## config.mk

```make
export PLATFORM = sky130hd
export DESIGN_NAME = fifo_wr_arbiter
export DESIGN_NICKNAME = d
export VERILOG_FILES = /design/src/rtl/fifo_wr_arbiter_pkg.sv /design/src/rtl/fifo_wr_arbiter_rr_pick.sv /design/src/rtl/fifo_wr_arbiter.sv
export SDC_FILE = /design/constraint.sdc
export NUM_CORES = 1
export LEC_CHECK = 0
export ABC_AREA = 1
export ABC_CLOCK_PERIOD_IN_PS = 1600
export CORE_UTILIZATION = 34
export CTS_CLUSTER_DIAMETER = 100
export DETAILED_ROUTE_END_ITERATION = 8
export GPL_TIMING_DRIVEN = 1
export HOLD_SLACK_MARGIN = 0.06
export PLACE_DENSITY = 0.83
export SYNTH_ARGS = -nofsm -noshare
export SYNTH_HDL_FRONTEND = slang
export SYNTH_SLANG_ARGS = --single-unit
```

## constraint.sdc

```tcl
create_clock -name wr_clk -period 1.6 [get_ports wr_clk]
set_clock_uncertainty 0.2 [all_clocks]
set_input_delay 0.32 -clock wr_clk [delete_from_list [all_inputs] [get_ports wr_clk]]
set_output_delay 0.32 -clock wr_clk [all_outputs]
set_load 0.05 [all_outputs]
```

## src/rtl/fifo_wr_arbiter_pkg.sv

```systemverilog
// Shared types and helpers for the FIFO write-port arbiter and its round-robin picker.
package fifo_arb_pkg;

  typedef enum logic {
    IDLE  = 1'b0,
    BURST = 1'b1
  } arb_state_t;

  localparam int NUM_REQ_DEF   = 4;
  localparam int BURST_MAX_DEF = 4;

  // Returns {found, index}: first set bit of elig searching upward from last+1, modulo n (n <= 16).
  function automatic logic [4:0] rr_first(input logic [15:0] elig, input logic [3:0] last,
                                          input int unsigned n);
    logic        found;
    logic [3:0]  idx;
    int unsigned cand;
    found = 1'b0;
    idx   = '0;
    for (int unsigned k = 1; k <= 16; k++) begin
      if (k <= n && !found) begin
        cand = (32'(last) + k) % n;
        if (elig[cand[3:0]]) begin
          found = 1'b1;
          idx   = cand[3:0];
        end
      end
    end
    return {found, idx};
  endfunction

endpackage

```

## src/rtl/fifo_wr_arbiter_rr_pick.sv

```systemverilog
// Combinational rotate-priority encoder: picks the first eligible index after last_winner.
module rr_pick
  import fifo_arb_pkg::*;
#(
  parameter int num_req  = NUM_REQ_DEF,
  parameter int id_width = $clog2(num_req)
) (
  input  logic [num_req-1:0]  eligible,
  input  logic [id_width-1:0] last_winner,
  output logic [id_width-1:0] winner,
  output logic                any_eligible
);

  logic [4:0] w_pick;

  assign w_pick       = rr_first(16'(eligible), 4'(last_winner), num_req);
  assign winner       = w_pick[id_width-1:0];
  assign any_eligible = w_pick[4];

endmodule

```

## src/rtl/fifo_wr_arbiter.sv

```systemverilog
// Round-robin burst arbiter feeding the write port of an async FIFO; beats go straight to the FIFO.
module fifo_wr_arbiter
  import fifo_arb_pkg::*;
#(
  parameter int num_req    = NUM_REQ_DEF,
  parameter int data_width = 8,
  parameter int burst_max  = BURST_MAX_DEF,
  parameter int id_width   = $clog2(num_req)
) (
  input  logic                          wr_clk,
  input  logic                          rst_n,
  input  logic [num_req-1:0]            req_valid,
  input  logic [num_req*data_width-1:0] req_data,
  input  logic [num_req-1:0]            req_mask,
  output logic [num_req-1:0]            req_ready,
  input  logic                          fifo_full,
  output logic                          wr_en,
  output logic [data_width-1:0]         data_in,
  output logic                          busy,
  output logic [id_width-1:0]           grant_id
);

  localparam int                CNT_W    = $clog2(burst_max + 1);
  localparam logic [CNT_W-1:0]  LAST_CNT = CNT_W'(burst_max - 1);

  arb_state_t          r_state;
  logic [id_width-1:0] r_owner;
  logic [id_width-1:0] r_last;
  logic [CNT_W-1:0]    r_cnt;

  logic [num_req-1:0]    w_elig;
  logic [id_width-1:0]   w_winner;
  logic                  w_any;
  logic                  w_own_valid;
  logic                  w_own_mask;
  logic                  w_accept;
  logic                  w_end;
  logic [data_width-1:0] w_sel;

  assign w_elig = req_valid & req_mask;

  rr_pick #(
    .num_req  (num_req),
    .id_width (id_width)
  ) u_rr_pick (
    .eligible     (w_elig),
    .last_winner  (r_last),
    .winner       (w_winner),
    .any_eligible (w_any)
  );

  assign w_own_valid = req_valid[r_owner];
  assign w_own_mask  = req_mask[r_owner];
  // A masked owner transfers nothing in the cycle its mask drops.
  assign w_accept    = (r_state == BURST) & w_own_valid & w_own_mask & ~fifo_full;
  assign w_end       = (r_state == BURST) &
                       ((w_accept & (r_cnt == LAST_CNT)) | ~w_own_valid | ~w_own_mask);

  always_comb begin
    w_sel = '0;
    for (int i = 0; i < num_req; i++) begin
      if (r_owner == id_width'(i)) w_sel = req_data[i*data_width +: data_width];
    end
  end

  always_comb begin
    req_ready = '0;
    if (w_accept) req_ready[r_owner] = 1'b1;
  end

  assign wr_en    = w_accept;
  assign data_in  = w_accept ? w_sel : '0;
  assign busy     = (r_state == BURST);
  assign grant_id = r_owner;

  always_ff @(posedge wr_clk or negedge rst_n) begin
    if (!rst_n) begin
      r_state <= IDLE;
      r_owner <= '0;
      r_last  <= id_width'(num_req - 1);
      r_cnt   <= '0;
    end else begin
      case (r_state)
        IDLE: begin
          if (w_any) begin
            r_owner <= w_winner;
            r_cnt   <= '0;
            r_state <= BURST;
          end
        end
        BURST: begin
          if (w_accept) r_cnt <= r_cnt + CNT_W'(1);
          if (w_end) begin
            r_state <= IDLE;
            r_last  <= r_owner;
          end
        end
        default: r_state <= IDLE;
      endcase
    end
  end

endmodule
```

==> metrics.md, run 1 <==
| Metric | Value |
|---|---|
| Core ar. | 2730 sq um |
| Gate Count Post-Synth | 170 |
| Synth cell types | 22 |
| Die height | 55.4 microns |
| Std-Cell Rows | 19 |
| Hold Crit Class | in -> async |
| Layout cell share with drive strength beyond 1 | 48.3% |
| Critical Path Fanout Max | 6 |
| Fin. max-slew vios | 0 |
| Status | finished, violations left |
| Int Pwr | 1.78 mW |
| Area fraction of the dominant cell type after synthesis | 27.8% |
| GP Congestion | 0.872 |
| Initial DRT Pass Iterations | 6 |
| Via count | 1,777 |
| Worst-path clk slew | around 60 ps |
| Area growth syn-to-layout | 150% |
| Yosys warns | 0 |
| Largest net degree at the start of global routing | 11 |
| Switching Share | about 53% |
| Final Util | between 80% and 90% |
| Final HPWL DP | 3.28 mm |
| Pwr dens | about 1600 nW/um^2 |
| Non-Filler Instances | 300 |
| Clock latency on the worst-skew pair | 260 ps |
| Port Buffers | just under 60 |
| Placed insts | 288 |
| Syn Nets | roughly 220 |
| Final setup margin | -758 ps |
| Power share of the sequential group | 11.0% |
| FMAX | 424 MHz |
| Final hold vios | 0 |
| I/O pins | between 50 and 60 |
| CP endpoint kind | output port |
| Failing checks | setup timing |
| Max_cap viols | 0 |
| Max stage delay on crit path | approximately 480 ps |
| CTS tree | done |
| Met2 Track Usage GR | about 64% |
| RSZ-0062 raised after global routing | yes |
| Drt drc | 0 |
| Wirelength per Cell | 19.8 microns |
| Rel. slew slack | 74.3% |
| # H-tree levels | 1 |
| Vias per std cell | 5.92 |
| Initial antenna violation count | 0 |
| Peak VDD IR | 0.00137 V |
| GRT Overall Usage | approximately 35% |
| Met1 Use GR | about 37% |
| Main flop type after synthesis | dfrtp_1 |
| TNS Setup | -11,370 ps |
| Syn Area/Cell | approximately 5.7 sq um |
| Synth async-reset ratio | 100% |
| Min cycle time layout | 2360 ps |
| Final period util | 147% |
| Final wirelength | roughly 5.9 mm |
| Register bit total from synthesis | 8 |
| Iteration-0 DRC Markers | 117 |
| Met3 usage | under 10% |
| Most used routing layer | met2 |
| Post-synth top cells | nand2_1, inv_1, nand3_1 |
| Buffer and inverter count on the worst path | 4 |
| GRT overflow | 0 |
| First-pass GRT wire length | 8.27 mm |
| Final Setup Violations | 23 |
| Cell accounting for the most synthesized area | nand2_1 |
| Post-Syn Area | 971 sq um |
| Clock power share | 4.7% |
| Slowest CP cell | dfrtp_2 |
| Sequential area share after synthesis | 20.9% |
| Hold_ws | approximately 140 ps |
| Top-count cell post-synth | nand2_1 |
| Top post-synthesis cells by area | nand2_1, dfrtp_1, nand3_1 |
| Leakage | 1.11 nW |
| Worst Max-Slew Pin Slew | 384 ps |
| Initial core utilization | ~36% |
| Max Buffers Root-to-Sink | 2 |
| EDFF count, synth | 0 |
| Width of the die | 55.4 microns |
| CTS root buffer | clkbuf_4 |
| WP data required | about 1100 ps |
| Crit-path cells | buf_6 -> nand2_4 -> inv_4 -> nand2_4 -> nand4_4 -> nand4_4 -> buf_12 -> nor3_4 -> buf_12 |
| Worst setup SP type | flip-flop |
| Psw | roughly 2 mW |
| Critical path type | reg -> out |
| Fillers | 99 |
| Worst Path Arrival | 1840 ps |
| Vias in the first global route | 1,734 |
| Total Nets Final | 315 |
| Ant. Diodes | 0 |
| Die area | 3070 sq um |
| Clock sinks | 8 |
| Crit-path leading delay family | buffers and inverters |
| Comb pwr share | between 80% and 90% |
| Cts bufs inserted | 3 |
| Routed Antenna Nets | 0 |
-- stage by stage --
step	setup WS, ps	area (sq um)	total power [mW]
after CTS	-633	2330	3.37
after detailed placement	-616	2130	2.83
after global routing	-802	2430	3.96
final	-758	2430	3.78
after floorplan	-665	1130	1.78
after global placement	-565	2130	2.75
-- state kept, by name, indices dropped and copies added (netlist names) --
signal    count
busy          1
grant_id      2
r_cnt         3
r_last        2
-- layout make-up --
| type | instances | area, sq um | area share, % |
|---|---|---|---|
| flip-flops and latches | 8 | 205 | 8.44 |
| well taps | 31 | 38.8 | 1.60 |
| repair buffers | 100 | 1110 | 45.9 |
| clock buffers | 4 | 26.3 | 1.08 |
| multi-input cells | 136 | 953 | 39.2 |
| inverters | 21 | 91.3 | 3.76 |
-- kinds of logic after synthesis --
group / Yosys count / synth area share (%)
AO/OA/AOI/OAI: 24 / 13.5
adder cells (fa/ha/maj): 2 / 2.58
buffers and inverters: 26 / 12.4
flip-flops: 8 / 20.9
AND/OR/NAND/NOR: 110 / 50.6
-- power by group through the flow --
| stage | clock network [mW] | registers [mW] | logic [mW] |
|---|---|---|---|
| after floorplan | 0 | 0.497 | 1.28 |
| final | 0.178 | 0.415 | 3.19 |
| after CTS | 0.173 | 0.398 | 2.80 |
| after global routing | 0.193 | 0.417 | 3.35 |
| after global placement | 0 | 0.374 | 2.38 |
| after detailed placement | 0 | 0.378 | 2.46 |
-- placed cells by master, fill, tap and decap left out, types with 2 or more instances in the layout --
| master | Yosys | layout |
|---|---|---|
| nand2_4 | 1 | 5 |
| dfstp_2 | 2 | 2 |
| nand3_1 | 16 | 5 |
| buf_4 | 2 | 31 |
| nand2_2 | 2 | 19 |
| dfrtp_1 | 6 | 4 |
| ha_1 | 2 | 2 |
| buf_6 | 2 | 8 |
| nor2_4 | 0 | 7 |
| o21ai_1 | 0 | 2 |
| clkbuf_4 | 0 | 3 |
| clkdlybuf4s50_1 | 0 | 39 |
| inv_1 | 20 | 14 |
| dfrtp_2 | 0 | 2 |
| inv_4 | 0 | 3 |
| buf_12 | 0 | 18 |
| nand3_2 | 0 | 10 |
| o21ai_0 | 13 | 9 |
| dlygate4sd2_1 | 0 | 3 |
| o21ai_2 | 0 | 2 |
| nand4_4 | 1 | 3 |
| nand2_1 | 72 | 51 |
| nor2_1 | 11 | 5 |
| inv_2 | 1 | 3 |
| a21oi_4 | 0 | 6 |
| o221ai_2 | 0 | 2 |
-- metal layers --
layer  wire, microns  up-vias
li1                -      740
met1            2250      838
met2            2760      165
met3             627       34
met4             291        0
met5               0        -
-- path summary, 6_finish.rpt --
kind                                               from                    end  slack, ps  cells past startpoint
worst min-delay path                              rst_n         busy$_DFF_PN0_        140                      1
min in group wr_clk                r_cnt[1]$_DFFE_PN0P_   r_cnt[1]$_DFFE_PN0P_        340                      2
worst min register to register     r_cnt[1]$_DFFE_PN0P_   r_cnt[1]$_DFFE_PN0P_        340                      2
worst max register to register  grant_id[1]$_DFFE_PN0P_   r_cnt[2]$_DFFE_PN0P_       -400                     11
worst max-delay path            grant_id[1]$_DFFE_PN0P_           req_ready[1]       -760                      9
max in group asynchronous                         rst_n  r_last[0]$_DFFE_PN1P_        750                      1
-- repair_timing --
item | CTS | global route
setup buffers | 4 | 5
cloned | 0 | 0
pin swaps | 22 | 6
setup endpoints to repair | 22 | 23
hold buffers | 0 | 0
resized for setup | 45 | 22
Power figures use the tool's default switching activity.
==> run 2, diff against run 1 <==
Settings changed: CORE_MARGIN from default to 8.
==> run 2 against run 1 <==
Against the previous run:
- flip-flop and latch count did not move
- sequential share of layout area rose by 0.37 points
- non-clock buffer count decreased by 6
- the run still ends with setup timing left
- clock power is 4% lower
- largest cell class unchanged
- first-iteration DRC count decreased by 3.4%
- cell area decreased by 4.2%
- clock-buffer cell count stayed put
==> metrics.md, run 2 (synthesis results as in run 1) <==
| Metric | Value |
|---|---|
| Die height | 69.4 microns (+25%) |
| Clock sinks | 8 (unchanged) |
| Fillers | 138 (+39%) |
| Pwr dens | 1480 nW/um^2 (-5.3%) |
| Max Buffers Root-to-Sink | 2 (unchanged) |
| Final setup margin | -748 ps (+9.95 ps) |
| CTS root buffer | clkbuf_4 |
| Initial antenna violation count | 1 (+1) |
| Critical Path Fanout Max | 7 (+1) |
| Routed Antenna Nets | 0 (unchanged) |
| WP data required | 1080 ps (about the same) |
| Layout cell share with drive strength beyond 1 | 43.7% (-4.6 points) |
| Max stage delay on crit path | 480 ps (about the same) |
| Worst setup SP type | flip-flop |
| Final Setup Violations | 22 (-4.3%) |
| Final period util | 147% (-0.62 points) |
| I/O pins | 59 (unchanged) |
| First-pass GRT wire length | 7.73 mm (-6.6%) |
| GP Congestion | 0.866 (-0.61%) |
| Min cycle time layout | 2350 ps (-9.95 ps) |
| Critical path type | reg -> out |
| Worst-path clk slew | 60 ps (about the same) |
| Vias in the first global route | 1,672 (-3.6%) |
| Hold Crit Class | in -> async |
| Hold_ws | 132 ps (-11.2 ps) |
| Initial core utilization | 35.5% (unchanged) |
| Most flop-heavy register | r_cnt |
| Wirelength per Cell | 18.5 microns (-6.6%) |
| Initial DRT Pass Iterations | 4 (-2) |
| Via count | 1,633 (-8.1%) |
| Width of the die | 69.4 microns (+25%) |
| R2r setup slk | -320 ps (+80 ps) |
| Core ar. | 2730 sq um (unchanged) |
| Final hold vios | 0 (unchanged) |
| Reg-to-Reg Start | grant_id[1]$_DFFE_PN0P_ |
| Clock latency on the worst-skew pair | 260 ps (about the same) |
| GRT overflow | 0 (unchanged) |
| Final HPWL DP | 3.55 mm (+8.3%) |
| Die area | 4820 sq um (+57%) |
| Largest net degree at the start of global routing | 15 (+4) |
| Worst Max-Slew Pin Slew | 426 ps (+42.2 ps) |
| Fin. max-slew vios | 0 (unchanged) |
| Leakage | 1.06 nW (-4.1%) |
| RSZ-0062 raised after global routing | yes |
| Failing checks | setup timing |
| Area growth syn-to-layout | 140% |
| Rel. slew slack | 71.3% (-3.0 points) |
| Drt drc | 0 (unchanged) |
| Crit-path cells | nand2_2 -> inv_2 -> nand2_2 -> nand4_4 -> nand4_4 -> buf_12 -> nor3_4 -> buf_12 |
| Vias per std cell | 5.54 (-6.5%) |
| Port Buffers | 58 (unchanged) |
| GRT Overall Usage | 18.9% (-16 points) |
| CTS tree | done |
| Pre-CTS WS | -608 ps (+8.32 ps) |
| Cts bufs inserted | 3 (unchanged) |
| Final Power | 3.43 mW (-9.3%) |
| Slowest CP cell | dfrtp_2 |
| Most frequent cells in the layout | nand2_1, clkdlybuf4s50_1, buf_4 |
| Total Nets Final | 309 (-1.9%) |
| Std-Cell Rows | 19 (unchanged) |
| # H-tree levels | 1 (unchanged) |
| Buffer and inverter count on the worst path | 3 (-1) |
| Cells on worst reg2reg path | 9 (-2) |
| Max reg flops | 3 (unchanged) |
| Status | finished, violations left |
| Iteration-0 DRC Markers | 113 (-3.4%) |
| Final wirelength | 5.44 mm (-8.2%) |
| CP endpoint kind | output port |
| Peak VDD IR | 0.00123 V (-11%) |
| Crit-path leading delay family | simple AND/OR/NAND/NOR gates |
| Worst Path Arrival | 1830 ps (about the same) |
| Max_cap viols | 0 (unchanged) |
| Most common cell after layout, fill and taps aside | nand2_1 |
| R2R Path End | r_cnt[2]$_DFFE_PN0P_ |
| FMAX | 426 MHz (+0.42%) |
-- run 2: cell types whose count changed in the layout (fill, tap and decap cells not counted), moves of 3 or more --
| cell | change |
|---|---|
| nand3_2 | -5 |
| buf_6 | -4 |
| nand2_1 | +6 |
| dlygate4sd2_1 | -3 |
| nand3_1 | +5 |
| nand2_2 | -5 |
-- run 2: layout make-up --
class	instances	area [sq um]	area share [%]
sequential	8	205	8.82
multi-input combinational	136	900	38.7
tap	31	38.8	1.67
timing repair buffer	94	1060	45.5
inverter	21	96.3	4.14
antenna	1	2.50	0.108
clock buffer	4	26.3	1.13
-- run 2: worst max path at each step --
stage                                       start      endpoint  slack (ps)  cells after the start
after detailed placement              req_mask[1]  req_ready[1]        -610                      7
after global placement                req_mask[3]    data_in[7]        -560                      7
after floorplan           grant_id[0]$_DFFE_PN0P_    data_in[0]        -660                      9
after global routing      grant_id[1]$_DFFE_PN0P_    data_in[7]        -800                      8
after CTS                 grant_id[1]$_DFFE_PN0P_  req_ready[1]        -670                      7
final                     grant_id[1]$_DFFE_PN0P_  req_ready[1]        -750                      8
-- run 2: power breakdown --
group	internal [mW]	switching, mW	total [mW]	leakage (nW)
Combinational	1.23	1.62	2.85	0.951
Sequential	0.290	0.124	0.414	0.0968
Clock	0.0958	0.0742	0.170	0.0150
Total	1.62	1.82	3.43	1.06
-- run 2: worst register-to-register path, cell delays in order (launching register included) --
cell,delay [ps]
dfrtp_2,480
nand2_2,110
inv_2,110
nand2_2,80
nand4_4,120
nand4_4,150
clkbuf_16,220
buf_6,130
or2_1,200
nand2_1,60
-- run 2: stage by stage --
step                      instance area (sq um)  utilization (%)  TNS, ps  instances
after floorplan                            1130                -    -9440        170
after global placement                     2110             77.2    -9460        287
after detailed placement                   2110             77.2   -10340        287
after CTS                                  2240             81.8    -9130        292
after global routing                       2330             85.1   -12470        295
final                                      2330             85.1   -11230        295
-- run 2: per-layer routing --
metal	wire length [microns]	part of all wire, %	vias up	track usage [%]
met1	2040	37	755	19.9
met5	0	0	-	0
met4	236	4.3	0	5.47
li1	-	-	732	-
met2	2620	48	121	36.3
met3	551	10	25	3.72
-- run 2: what timing repair did --
action                                  CTS  global route
hold buffers                              0             0
endpoints found under the setup margin   19            22
gates cloned                              0             1
gates resized for setup                  30            18
pin swaps                                11             6
buffers inserted                          1             1
